### src/rtl/roll_button_ctrl_if.sv
// Button-to-dice-roller control bundle.
// The master side drives the raw button. The slave side returns debounced and roll status.
interface roll_button_ctrl_if;
    logic       btn_in;
    logic       btn_db;
    logic       roll;
    logic       rolling;
    logic       result_valid;
    logic [7:0] roll_count;

    modport master (
        output btn_in,
        input  btn_db,
        input  roll,
        input  rolling,
        input  result_valid,
        input  roll_count
    );

    modport slave (
        input  btn_in,
        output btn_db,
        output roll,
        output rolling,
        output result_valid,
        output roll_count
    );
endinterface

### src/rtl/roll_button_ctrl.sv
// Dice roller front end: synchronise, debounce and edge-detect the button.
// Hold roll for the press with a minimum spin, then pulse result_valid.
module roll_button_ctrl #(
    parameter int DEBOUNCE_CYCLES = 2500000,
    parameter int MIN_SPIN_CYCLES = 64
) (
    input logic               clk,
    input logic               rst,
    roll_button_ctrl_if.slave bus
);
    localparam int DB_W = $clog2(DEBOUNCE_CYCLES);
    localparam int SP_W = $clog2(MIN_SPIN_CYCLES + 1);
    localparam logic [DB_W-1:0] DB_LAST = DB_W'(DEBOUNCE_CYCLES - 1);
    localparam logic [SP_W-1:0] SP_SAT  = SP_W'(MIN_SPIN_CYCLES);
    localparam logic [SP_W-1:0] SP_EXIT = SP_W'(MIN_SPIN_CYCLES - 1);

    typedef enum logic [1:0] {
        IDLE,
        SPIN,
        SETTLE,
        DONE
    } state_t;

    logic            sync1_q;
    logic            btn_s_q;
    logic [DB_W-1:0] db_cnt_q;
    logic [DB_W-1:0] db_cnt_d;
    logic            btn_db_q;
    logic            btn_db_d;
    logic            btn_dly_q;
    logic            press;

    state_t          state_q;
    logic [SP_W-1:0] spin_cnt_q;
    logic            roll_q;
    logic            rolling_q;
    logic            result_valid_q;
    logic [7:0]      roll_count_q;

    always_comb begin
        db_cnt_d = '0;
        btn_db_d = btn_db_q;
        if (btn_s_q != btn_db_q) begin
            if (db_cnt_q == DB_LAST) begin
                btn_db_d = btn_s_q;
            end else begin
                db_cnt_d = db_cnt_q + 1'b1;
            end
        end
    end

    always_ff @(posedge clk or posedge rst) begin
        if (rst) begin
            sync1_q   <= 1'b0;
            btn_s_q   <= 1'b0;
            db_cnt_q  <= '0;
            btn_db_q  <= 1'b0;
            btn_dly_q <= 1'b0;
        end else begin
            sync1_q   <= bus.btn_in;
            btn_s_q   <= sync1_q;
            db_cnt_q  <= db_cnt_d;
            btn_db_q  <= btn_db_d;
            btn_dly_q <= btn_db_q;
        end
    end

    // Presses seen outside IDLE are swallowed here; a re-press is needed.
    assign press = btn_db_q & ~btn_dly_q;

    always_ff @(posedge clk or posedge rst) begin
        if (rst) begin
            state_q        <= IDLE;
            spin_cnt_q     <= '0;
            roll_q         <= 1'b0;
            rolling_q      <= 1'b0;
            result_valid_q <= 1'b0;
            roll_count_q   <= '0;
        end else begin
            unique case (state_q)
                IDLE: begin
                    if (press) begin
                        state_q    <= SPIN;
                        spin_cnt_q <= '0;
                        roll_q     <= 1'b1;
                        rolling_q  <= 1'b1;
                    end
                end
                SPIN: begin
                    if (spin_cnt_q != SP_SAT) begin
                        spin_cnt_q <= spin_cnt_q + 1'b1;
                    end
                    if (!btn_db_q && spin_cnt_q >= SP_EXIT) begin
                        state_q <= SETTLE;
                        roll_q  <= 1'b0;
                    end
                end
                SETTLE: begin
                    state_q        <= DONE;
                    result_valid_q <= 1'b1;
                end
                DONE: begin
                    state_q        <= IDLE;
                    result_valid_q <= 1'b0;
                    rolling_q      <= 1'b0;
                    roll_count_q   <= roll_count_q + 8'd1;
                end
            endcase
        end
    end

    assign bus.btn_db       = btn_db_q;
    assign bus.roll         = roll_q;
    assign bus.rolling      = rolling_q;
    assign bus.result_valid = result_valid_q;
    assign bus.roll_count   = roll_count_q;
endmodule

### src/flat_wrapper.sv
// flat-port wrapper written by rule: the top's interface ports become plain ports
module roll_button_ctrl_flat 
#(
    parameter int DEBOUNCE_CYCLES = 2500000,
    parameter int MIN_SPIN_CYCLES = 64
)
  (clk, rst, bus_btn_in, bus_btn_db, bus_roll, bus_rolling, bus_result_valid, bus_roll_count);
  roll_button_ctrl_if bus_i ();
  input logic clk;
  input logic rst;
  input wire logic [$bits(bus_i.btn_in)-1:0] bus_btn_in;
  output wire logic [$bits(bus_i.btn_db)-1:0] bus_btn_db;
  output wire logic [$bits(bus_i.roll)-1:0] bus_roll;
  output wire logic [$bits(bus_i.rolling)-1:0] bus_rolling;
  output wire logic [$bits(bus_i.result_valid)-1:0] bus_result_valid;
  output wire logic [$bits(bus_i.roll_count)-1:0] bus_roll_count;
  assign bus_i.btn_in = bus_btn_in;
  assign bus_btn_db = bus_i.btn_db;
  assign bus_roll = bus_i.roll;
  assign bus_rolling = bus_i.rolling;
  assign bus_result_valid = bus_i.result_valid;
  assign bus_roll_count = bus_i.roll_count;
  roll_button_ctrl #(.DEBOUNCE_CYCLES(DEBOUNCE_CYCLES), .MIN_SPIN_CYCLES(MIN_SPIN_CYCLES)) u_core (.clk(clk), .rst(rst), .bus(bus_i));
endmodule
### config.mk
export PLATFORM = sky130hd
export DESIGN_NAME = roll_button_ctrl_flat
export DESIGN_NICKNAME = d
export VERILOG_FILES = /design/src/rtl/roll_button_ctrl_if.sv /design/src/rtl/roll_button_ctrl.sv /design/src/flat_wrapper.sv
export SDC_FILE = /design/constraint.sdc
export NUM_CORES = 1
export LEC_CHECK = 0
export ABC_CLOCK_PERIOD_IN_PS = 2000
export CORE_MARGIN = 2
export CORE_UTILIZATION = 40
export CTS_CLUSTER_DIAMETER = 50
export DETAILED_ROUTE_END_ITERATION = 10
export GPL_TIMING_DRIVEN = 0
export PLACE_DENSITY_LB_ADDON = 0.12
export SETUP_SLACK_MARGIN = 0.15
export SKIP_LAST_GASP = 1
export SLEW_MARGIN = 15
export SYNTH_ARGS = -nofsm -noshare
export SYNTH_HDL_FRONTEND = slang
export SYNTH_SLANG_ARGS = --single-unit
### constraint.sdc
create_clock -name clk -period 2 [get_ports clk]
set_clock_uncertainty 0.1 [all_clocks]
set_input_delay 0.4 -clock clk [delete_from_list [all_inputs] [get_ports clk]]
set_output_delay 0.4 -clock clk [all_outputs]
set_load 0.1 [all_outputs]
* Word level (Yosys, flattened, before mapping)
Cells that the tools add are included.
Operators by class: add/sub/neg operators 3, order comparisons 1, equality and inequality tests 9, mux-type cells 13, bitwise operators 2, reduce and logical (&&, ||, !) cells 11
Operators with widths (number):
- 2-to-1 mux 22 bit | 2
- adder 22 x 1 -> 22 bit (second input constant) | 1
- == test 22 bit (second input constant) | 1
- 2-to-1 mux 7 bit | 2
- case mux 7 bit (2 select lines) | 1
- adder 8 x 1 -> 8 bit (second input constant) | 1
- case mux 2 bit (4 select lines) | 1
- adder 7 x 1 -> 7 bit (second input constant) | 1
- >= comparator 7 x 6 -> 1 bit (second input constant) | 1
- != test 7 bit (second input constant) | 1
- != test 2 x 1 -> 1 bit (second input constant) | 3
- case mux 1 bit (2 select lines) | 3
- AND reduction 2 bit | 3
- AND reduction 3 bit | 2
- nonzero test 2 bit | 3
- == test 2 bit (second input constant) | 2
- 2-to-1 mux 2 bit | 2
- == test 2 x 1 -> 1 bit (second input constant) | 1
- zero test 2 bit | 1
- 2-to-1 mux 1 bit | 2
- bitwise AND 1 bit | 1
- logical AND 1 bit | 1
- zero test 1 bit | 1
- != test 1 bit | 1
- NOT 1 bit | 1
Word-level totals: register bits 46, bits of input ports 3, output and inout bits 12, word-level logic and storage cells 50

* Longest topological paths before layout
Gate-level depths: netlist of run 1.
depth in word-level cells 4, mapped depth 8, gate-level depth less buffers 6

* Worst setup path before layout of run 1
OpenSTA, ideal clock, no wires.
path kind reg2reg, start register u_core.btn_db_q, in the netlist u_core.bus.btn_db, end register u_core.spin_cnt_q[3], library setup time 0.069 ns, data arrival time 2.248 ns, required time 1.831 ns, path slack -0.417 ns, stages on the path, launching flop included 6, clock period less this slack 2.417 ns, cell sequence dfrtp_1 > nand2b_1 > a221o_1 > buf_6 > or4_1 > nand3_1
Between the ends: cells in the longest elaborated chain, start to end 3
RTL lines:
- from (decl) | line roll_button_ctrl.sv:28 | logic btn_db_q;
- from (signal assigned) | line roll_button_ctrl.sv:63 | btn_db_q <= btn_db_d;
- bitwise AND 1 bit | line roll_button_ctrl.sv:69 | assign press = btn_db_q & ~btn_dly_q;
- != test 2 x 1 -> 1 bit (no line)
- AND reduction 3 bit (no line)
- to (signal assigned) | line roll_button_ctrl.sv:91 | spin_cnt_q <= spin_cnt_q + 1'b1;
- to (decl) | line roll_button_ctrl.sv:34 | logic [SP_W-1:0] spin_cnt_q;
Every way passes these cells. A chain may end at the register's enable or synchronous reset.

* Worst setup path after layout of run 1
start register u_core.state_q[0], end register u_core.spin_cnt_q[3]
Between the ends: cells in the longest elaborated chain, start to end 3, elaborated cells on any way between the ends 7
RTL lines:
- from (decl) | line roll_button_ctrl.sv:33 | state_t state_q;
- from (signal assigned) | line roll_button_ctrl.sv:73 | state_q <= IDLE;
- from (signal assigned) | line roll_button_ctrl.sv:83 | state_q <= SPIN;
- from (signal assigned) | line roll_button_ctrl.sv:94 | state_q <= SETTLE;
- == test 2 x 1 -> 1 bit / zero test 2 bit (equally long branches) | line roll_button_ctrl.sv:80 | unique case (state_q)
- != test 2 x 1 -> 1 bit (no line) / nonzero test 2 bit (equally long branches)
- AND reduction 3 bit (no line)
Parallel ways exist; a longest one is shown, timed or not.

==> impl_metrics.ini, run 1 <==
[final_layout]
final_core_util_pct = 53.0
drive_above_1_share_pct = 27.5
fin_area_um2 = 2940
fillers = 520
stdcell_count = 341
antenna_cells = 0
area_delta_synth_final_pct = 26.7
nets = 281

[setup_path]
worstPathArrival_ns = 2.09
crit_path_cell_trace = ha_4, buf_6, and3b_1, a221o_1, buf_6, or4_4, nand3_2
worstSetupPathType = flop to flop
worstSetupStartpointType = flop
crit_fanout = 4
cp_slowest_cell = dfrtp_1
worstPathRequired_ns = 2.14
cp_slowest_stage_delay_ns = 0.43
critical_path.top_delay_family = simple AND/OR/NAND/NOR gates
cpMostUsedCell = buf_6
r2r_slack_ns = 0.05
crit_buf_inv = 2
cp-end-kind = flop

[floorplanning]
dieArea_um2 = 6420
fp.dieH_um = 80.1
rows = 27
io_pins = 15
die_w_um = 80.1
start_util_pct = 41.8
core_um2 = 5540

[clock_network]
cts.sinks = 46
cts.path.max_buffers = 2
cts_made_buffers = 5
cts_tree = done
clock-root-buffer = clkbuf_8
htree_levels = 2
clock_latency_ns = 0.30
clk_pin_slew_ns = 0.09
cts_hold_buf = 0

[detailed_routing]
drtAntennaViolNets = 0
drt_iter0_drc = 73
finalWirelength_mm = 4.67
vias = 1796
drc = 0
post_drt_wl_per_cell_um = 13.7
drtPass1Iterations = 4
via_per_inst = 5.27

[yosys]
synth_area_leaders = dfrtp_1 (50%), ha_1 (5.4%), xnor2_1 (4.2%)
synth-seq-area-share_pct = 49.7
synthArstFlopShare_pct = 100
synthTopCellsByCount = dfrtp_1 (46), nor2_1 (21), nand2_1 (19)
syn-cell-area_um2 = 2320
synth_top_cell_area_share_pct = 49.7
yosys_register_bits = 46
syn_area_per_cell_um2 = 10.2
yosysUniqueCellTypes = 40
synth_top_cell_by_area = dfrtp_1
syn_inst = 228
ys.flop_type = dfrtp_1
synth_edf_count = 0
ys_warn_count = 0
synth.net_count = 241
synth.most_common_cell = dfrtp_1

[place]
portBuffers = 14
dp.cells = 315
place_hpwl_mm = 3.05
place_area_um2 = 2590
gp_congestion = 0.852

[pwr]
p_per_area_nw_per_um2 = 575
vdd_drop_max_mv = 0.350
p_leak_nw = 1.30

[sta]
final_max_slew_viol_count = 0
relSlewSlack_pct = 62.7
fmax_mhz = 512
grt_setup_unrepaired = yes
finalCritPeriodShare_pct = 97.7
hold_violations = 0
finalCriticalPeriod_ns = 1.95
tightest_slew_ns = 0.559
setup_viol = 0

[outcome]
status = finished clean

[worst_hold_path]
min_path_type = input port to asynchronous set/reset pin

[global_routing]
grt_pass1_vias = 1752
grt_max_degree = 36
grt_pass1_wl_mm = 8.07
grtUsageTotal_pct = 16.2
grt_overflow_total = 0
grt_antenna_before_repair = 0

[flow_run]
max_cap_violations = 0
-- metal layers --
| metal | GRT usage [%] | share of wire, % |
|---|---|---|
| met5 | 0 | 0 |
| met4 | 5.93 | 1.1 |
| met3 | 3.37 | 1.8 |
| met2 | 24.4 | 45 |
| met1 | 22.9 | 52 |
-- where the power goes --
part,switching (mW),internal [mW]
combinational,0.0328,0.0199
clock,0.317,0.373
sequential,0.00817,0.936
-- cell families after synthesis --
kind of cell | after synthesis | synth area share (%)
buf+inv | 16 | 3.29
xor+xnor | 20 | 7.56
compound gates | 32 | 8.69
mux | 5 | 2.32
flops | 46 | 49.7
fa+ha+maj | 10 | 5.40
simple gates | 99 | 23.1
-- final timing paths --
| path | cells past startpoint | to | from |
|---|---|---|---|
| hold reg to reg | 0 | u_core.btn_s_q | u_core.sync1_q |
| min in group clk | 0 | u_core.btn_s_q | u_core.sync1_q |
| setup reg to reg | 7 | u_core.spin_cnt_q[3] | u_core.state_q[0] |
| max in group asynchronous | 3 | u_core.bus.btn_db | rst |
| setup / recovery | 7 | u_core.spin_cnt_q[3] | u_core.state_q[0] |
| hold / removal | 2 | u_core.db_cnt_q[13] | rst |
-- state kept, by name (all words and copies together) (netlist names) --
register	cells
u_core.btn_dly_q	1
u_core.btn_s_q	1
u_core.bus.btn_db	1
u_core.bus.result_valid	1
u_core.bus.roll	1
u_core.bus.roll_count	8
u_core.bus.rolling	1
u_core.db_cnt_q	22
u_core.spin_cnt_q	7
u_core.state_q	2
u_core.sync1_q	1
-- timing repair --
action,in CTS,in global routing
setup buffers,8,10
resized for setup,46,28
setup endpoints to repair,37,34
pin swaps,3,6
-- placed cells by master, fill, tap and decap left out, drive strengths merged, types with 3 or more instances in the layout --
cell / instances
mux2: 3
ha: 10
nand3: 12
and4: 3
or3: 5
dfrtp: 46
a21oi: 10
nor4: 3
xor2: 9
xnor2: 11
nand2: 19
nor4b: 3
nand4: 13
o21ai: 8
inv: 9
buf: 26
clkdlybuf4s15: 9
clkbuf: 7
and3: 9
nor2: 21
or4: 4
-- final cells by class --
cell class                      count  area [um^2]  share of cell area (%)
Multi-Input combinational cell    166         1180                    40.1
Buffer                              6         55.1                    1.87
Tap cell                           72         90.1                    3.07
Sequential cell                    46         1160                    39.5
Timing Repair Buffer               33          300                    10.2
Clock buffer                        6         72.6                    2.47
Inverter                           10         41.3                    1.41
Clock inverter                      2         37.5                    1.28
-- worst reg2reg max path: stages, from the launching register on --
cell and delay [ns]:
dfrtp_1 0.43, ha_4 0.17, buf_6 0.11, and3b_1 0.17, a221o_1 0.31, buf_6 0.13
or4_4 0.41, nand3_2 0.08
-- through the flow --
step,power [mW],hold WS [ns],setup TNS (ns),setup WS [ns]
2_1_floorplan,0.989,0.231,0,0.0848
3_3_place_gp,1.00,0.235,-28.63,-0.809
3_5_place_dp,1.01,0.239,-2.75,-0.141
4_1_cts,1.71,0.243,0,0.0554
5_1_grt,1.76,0.268,-0.0250,-0.0250
6_report,1.69,0.244,0,0.0452
Power figures use the tool's default switching activity.
==> run 2: changes to the inputs <==
--- a/config.mk
+++ b/config.mk
@@ -6,6 +6,7 @@
 export NUM_CORES = 1
 export LEC_CHECK = 0
 export ABC_CLOCK_PERIOD_IN_PS = 2000
+export CAP_MARGIN = 40
 export CORE_MARGIN = 2
 export CORE_UTILIZATION = 40
 export CTS_CLUSTER_DIAMETER = 50
==> impl_metrics.ini, run 2 (synthesis gave the netlist of run 1 again) <==
[outcome]
status = finished clean

[place]
dp.cells = 327
dp_slack_ns = -0.126
place_hpwl_mm = 3.21
gp_congestion = 0.852
portBuffers = 14

[final_layout]
area_delta_synth_final_pct = 33.3
layout_commonest_cell = dfrtp_1
antenna_cells = 0
drive_above_1_share_pct = 28.0
nets = 287
top_register = u_core.db_cnt_q
seqCellArea_um2 = 1160
largest_reg_flops = 22
multiInputGateArea_um2 = 1190
final_core_util_pct = 55.8
stdcell_count = 347
final_cell_mix = dfrtp_1 (39), nor2_1 (21), buf_4 (18), nand2_1 (17), buf_12 (13)
fillers = 513

[global_routing]
grt_pass1_wl_mm = 8.40
grtUsageTotal_pct = 17.1
grt_max_degree = 36
grt_pass1_vias = 1776
grt_antenna_before_repair = 0
grt_overflow_total = 0

[sta]
hold_violations = 0
whs_ns = 0.252
setup_viol = 0
fin_ws_ns = 0.0314
final_max_slew_viol_count = 0
relSlewSlack_pct = 68.4
tightest_slew_ns = 0.471
finalCritPeriodShare_pct = 98.4
finalCriticalPeriod_ns = 1.97
fmax_mhz = 508
grt_setup_unrepaired = yes

[detailed_routing]
post_drt_wl_per_cell_um = 14.5
drt_iter0_drc = 47
drtAntennaViolNets = 0
drc = 0
finalWirelength_mm = 5.02
via_per_inst = 5.29
vias = 1836
drtPass1Iterations = 4

[clock_network]
cts_tree = done
cts_made_buffers = 5
clock_latency_ns = 0.30
htree_levels = 2
cts.sinks = 46
clk_pin_slew_ns = 0.09
cts.path.max_buffers = 2
clock-root-buffer = clkbuf_8

[setup_path]
cpMostUsedCell = buf_6
cp-end-kind = flop
crit_buf_inv = 2
r2r_slack_ns = 0.03
worstSetupStartpointType = flop
worstPathRequired_ns = 2.13
worstPathArrival_ns = 2.10
reg2regPathDepth = 7
cp_slowest_cell = dfrtp_1
startpoint = u_core.state_q[0]
reg2reg_from = u_core.state_q[0]
cp_slowest_stage_delay_ns = 0.43
rr_endpoint = u_core.spin_cnt_q[3]
worstSetupPathType = flop to flop
critical_path.top_delay_family = simple AND/OR/NAND/NOR gates
crit_path_cell_trace = ha_4, buf_6, and3b_1, a221o_1, buf_6, or4_1, nand3_1
crit_fanout = 3

[pwr]
p_leak_nw = 1.38
vdd_drop_max_mv = 0.242
p_per_area_nw_per_um2 = 504

[floorplanning]
rows = 27
die_w_um = 80.1
fp.dieH_um = 80.1
start_util_pct = 41.8
core_um2 = 5540
io_pins = 15
dieArea_um2 = 6420

[worst_hold_path]
min_path_type = input port to asynchronous set/reset pin

[flow_run]
max_cap_violations = 0
run 2: cell count changes in the layout (fill, tap and decap cells not counted), sizes merged:
cell	previous run	this run
bufinv	1	0
clkdlybuf4s18	1	0
clkbuf	7	8
clkdlybuf4s15	9	0
dlygate4sd2	0	6
buf	26	36
run 2: power breakdown:
part	leakage (nW)	internal [mW]	switching [mW]	total, mW
logic	0.722	0.0183	0.0328	0.0511
clock network	0.0385	0.248	0.315	0.563
registers	0.624	0.936	0.00838	0.945
run 2: cell type report:
class / count / share of cell area, %
Buffer: 6 / 1.54
Tap cell: 72 / 2.92
Inverter: 10 / 1.34
Sequential cell: 46 / 37.6
Clock buffer: 7 / 2.47
Clock inverter: 1 / 0.243
Timing Repair Buffer: 39 / 15.3
Multi-Input combinational cell: 166 / 38.6
run 2: routing by layer:
metal | wire length, um | vias to the layer above | global-route usage, %
li1 | - | 911 | -
met1 | 2530 | 894 | 23.5
met2 | 2270 | 25 | 26.2
met3 | 154 | 6 | 5.06
met4 | 57 | 0 | 5.08
met5 | 0 | - | 0
run 2: what timing repair did:
| item | in CTS | in global routing |
|---|---|---|
| hold buffers | 0 | 0 |
| cloned | 0 | 0 |
| setup endpoints to repair | 36 | 31 |
| gates resized for setup | 32 | 23 |
| buffers inserted | 8 | 10 |
| pin swaps | 2 | 7 |
run 2: worst max path at each step:
| stage | to | cells after the start | slack (ns) |
|---|---|---|---|
| after floorplan | u_core.spin_cnt_q[3] | 8 | 0.08 |
| after global placement | u_core.bus.btn_db | 2 | -0.81 |
| after detailed placement | u_core.db_cnt_q[2] | 6 | -0.13 |
| after CTS | u_core.spin_cnt_q[3] | 7 | 0.02 |
| after global routing | u_core.spin_cnt_q[3] | 7 | -0.04 |
| final | u_core.spin_cnt_q[3] | 7 | 0.03 |
run 2: worst reg2reg max path: stages (launching register included):
cell and delay [ns]:
dfrtp_1 0.43, ha_4 0.17, buf_6 0.11, and3b_1 0.18, a221o_1 0.31, buf_6 0.12
or4_1 0.39, nand3_1 0.09
run 2: metrics by stage:
stage                     power [mW]  instance area, um^2  TNS, ns
after floorplan                0.989                 2340        0
after global placement          1.00                 2570   -28.63
after detailed placement        1.01                 2770    -2.26
after CTS                       1.57                 2940        0
after global routing            1.63                 3090  -0.0410
final                           1.56                 3090        0
==> run 3: changes to the inputs <==
--- a/config.mk
+++ b/config.mk
@@ -9,8 +9,10 @@
 export CAP_MARGIN = 40
 export CORE_MARGIN = 2
 export CORE_UTILIZATION = 40
+export CTS_BUF_LIST = sky130_fd_sc_hd__clkbuf_4 sky130_fd_sc_hd__clkbuf_8
 export CTS_CLUSTER_DIAMETER = 50
 export DETAILED_ROUTE_END_ITERATION = 10
+export DONT_BUFFER_PORTS = 1
 export GPL_TIMING_DRIVEN = 0
 export PLACE_DENSITY_LB_ADDON = 0.12
 export SETUP_SLACK_MARGIN = 0.15
==> impl_metrics.ini, run 3 (synthesis gave the netlist of run 1 again) <==
[outcome]
status = finished clean

[place]
gp_congestion = 0.771
place_area_um2 = 2670
dp_slack_ns = -0.157
place_hpwl_mm = 3.37
portBuffers = 0

[final_layout]
layout_commonest_cell = dfrtp_1
fillers = 514
area_delta_synth_final_pct = 29.9
multiInputGateArea_um2 = 1170
final_cell_mix = dfrtp_1 (40), nor2_1 (21), nand2_1 (17), buf_4 (17), nand4_1 (12)
seqCellArea_um2 = 1160
top_register = u_core.db_cnt_q
nets = 283
largest_reg_flops = 22
fin_area_um2 = 3010
antenna_cells = 0
drive_above_1_share_pct = 25.8

[sta]
relSlewSlack_pct = 40.8
finalCritPeriodShare_pct = 98.4
setup_viol = 0
final_max_slew_viol_count = 0
hold_violations = 0
fin_ws_ns = 0.0320
fin_setup_tns_ns = 0
tightest_slew_ns = 0.887
fmax_mhz = 508
finalCriticalPeriod_ns = 1.97
grt_setup_unrepaired = yes

[setup_path]
cp-end-kind = flop
r2r_slack_ns = 0.03
worstPathArrival_ns = 2.11
reg2regPathDepth = 7
worstPathRequired_ns = 2.14
crit_fanout = 4
worstSetupStartpointType = flop
worstSetupPathType = flop to flop

[global_routing]
grtUsageTotal_pct = 17.1
grt_overflow_total = 0
grt_max_degree = 34
grt_antenna_before_repair = 0
grt_pass1_wl_mm = 8.46
grt_pass1_vias = 1786

[pwr]
p_leak_nw = 1.33
vdd_drop_max_mv = 0.326
p_per_area_nw_per_um2 = 530

[worst_hold_path]
whs_path_depth = 0
min_path_type = input port to flop

[detailed_routing]
vias = 1820
finalWirelength_mm = 4.90
drtPass1Iterations = 4
drc = 0
drt_iter0_drc = 115
via_per_inst = 5.31
drtAntennaViolNets = 0
post_drt_wl_per_cell_um = 14.3

[clock_network]
clock_latency_ns = 0.30
cts_made_buffers = 5
cts_tree = done
clk_pin_slew_ns = 0.09
cts.path.max_buffers = 2
htree_levels = 2
cts.sinks = 46
clock-root-buffer = clkbuf_8

[floorplanning]
rows = 27
die_w_um = 80.1
start_util_pct = 41.8
core_um2 = 5540
dieArea_um2 = 6420
fp.dieH_um = 80.1
io_pins = 15

[flow_run]
max_cap_violations = 0
run 3: cell count changes in the layout (fill, tap and decap cells not counted), moves of 2 or more:
cell / previous run / this run
buf_12: 13 / 1
buf_16: 0 / 7
buf_1: 0 / 6
dlygate4sd2_1: 6 / 0
clkdlybuf4s50_1: 2 / 0
run 3: through the flow:
| stage | util (%) | hold slack (ns) | power [mW] | cells |
|---|---|---|---|---|
| 2_1_floorplan | - | 0.231 | 0.989 | 228 |
| 3_3_place_gp | 43.8 | 0.234 | 1.00 | 300 |
| 3_5_place_dp | 48.1 | 0.169 | 1.01 | 315 |
| 4_1_cts | 51.6 | 0.0113 | 1.62 | 333 |
| 5_1_grt | 54.3 | 0.00166 | 1.67 | 343 |
| 6_report | 54.3 | 0.0246 | 1.59 | 343 |
run 3: worst paths after layout:
check	startpoint	end
max	u_core.state_q[0]	u_core.spin_cnt_q[3]
min	bus_btn_in	u_core.sync1_q
max reg2reg	u_core.state_q[0]	u_core.spin_cnt_q[3]
min reg2reg	u_core.sync1_q	u_core.btn_s_q
max in group asynchronous	rst	u_core.bus.btn_db
min in group asynchronous	rst	u_core.db_cnt_q[6]
run 3: area by class of cell:
type                    instances  area share [%]
multi-input cells             166            38.9
flip-flops and latches         46            38.6
repair buffers                 35            13.5
well taps                      72            2.99
clock buffers                   6            2.74
plain buffers                   6            1.58
inverters                      10            1.25
clock inverters                 2           0.416
run 3: metal layers:
metal	track usage [%]	vias up	wire, um
li1	-	902	-
met1	24.1	885	2370
met2	25.7	27	2300
met3	3.93	6	163
met4	6.10	0	74
met5	0	-	0
run 3: power by group:
part | total, mW | switching [mW] | internal (mW) | leakage [nW]
combinational | 0.0485 | 0.0322 | 0.0163 | 0.659
sequential | 0.944 | 0.00830 | 0.936 | 0.626
clock | 0.601 | 0.323 | 0.278 | 0.0472
run 3: repair_timing:
| item | CTS | global route |
|---|---|---|
| hold endpoints to repair | 13 | 0 |
| pin swaps | 1 | 3 |
| hold buffers | 1 | 0 |
| cloned | 0 | 0 |
| setup buffers | 9 | 7 |
| resized for setup | 10 | 19 |
| setup endpoints to repair | 27 | 30 |
run 3: worst max-delay path, cell delays in order (launching register included):
cell     delay (ns)
dfrtp_1        0.44
ha_4           0.18
buf_6          0.11
and3b_1        0.17
a221o_1        0.32
buf_6          0.13
or4_4          0.41
nand3_2        0.07
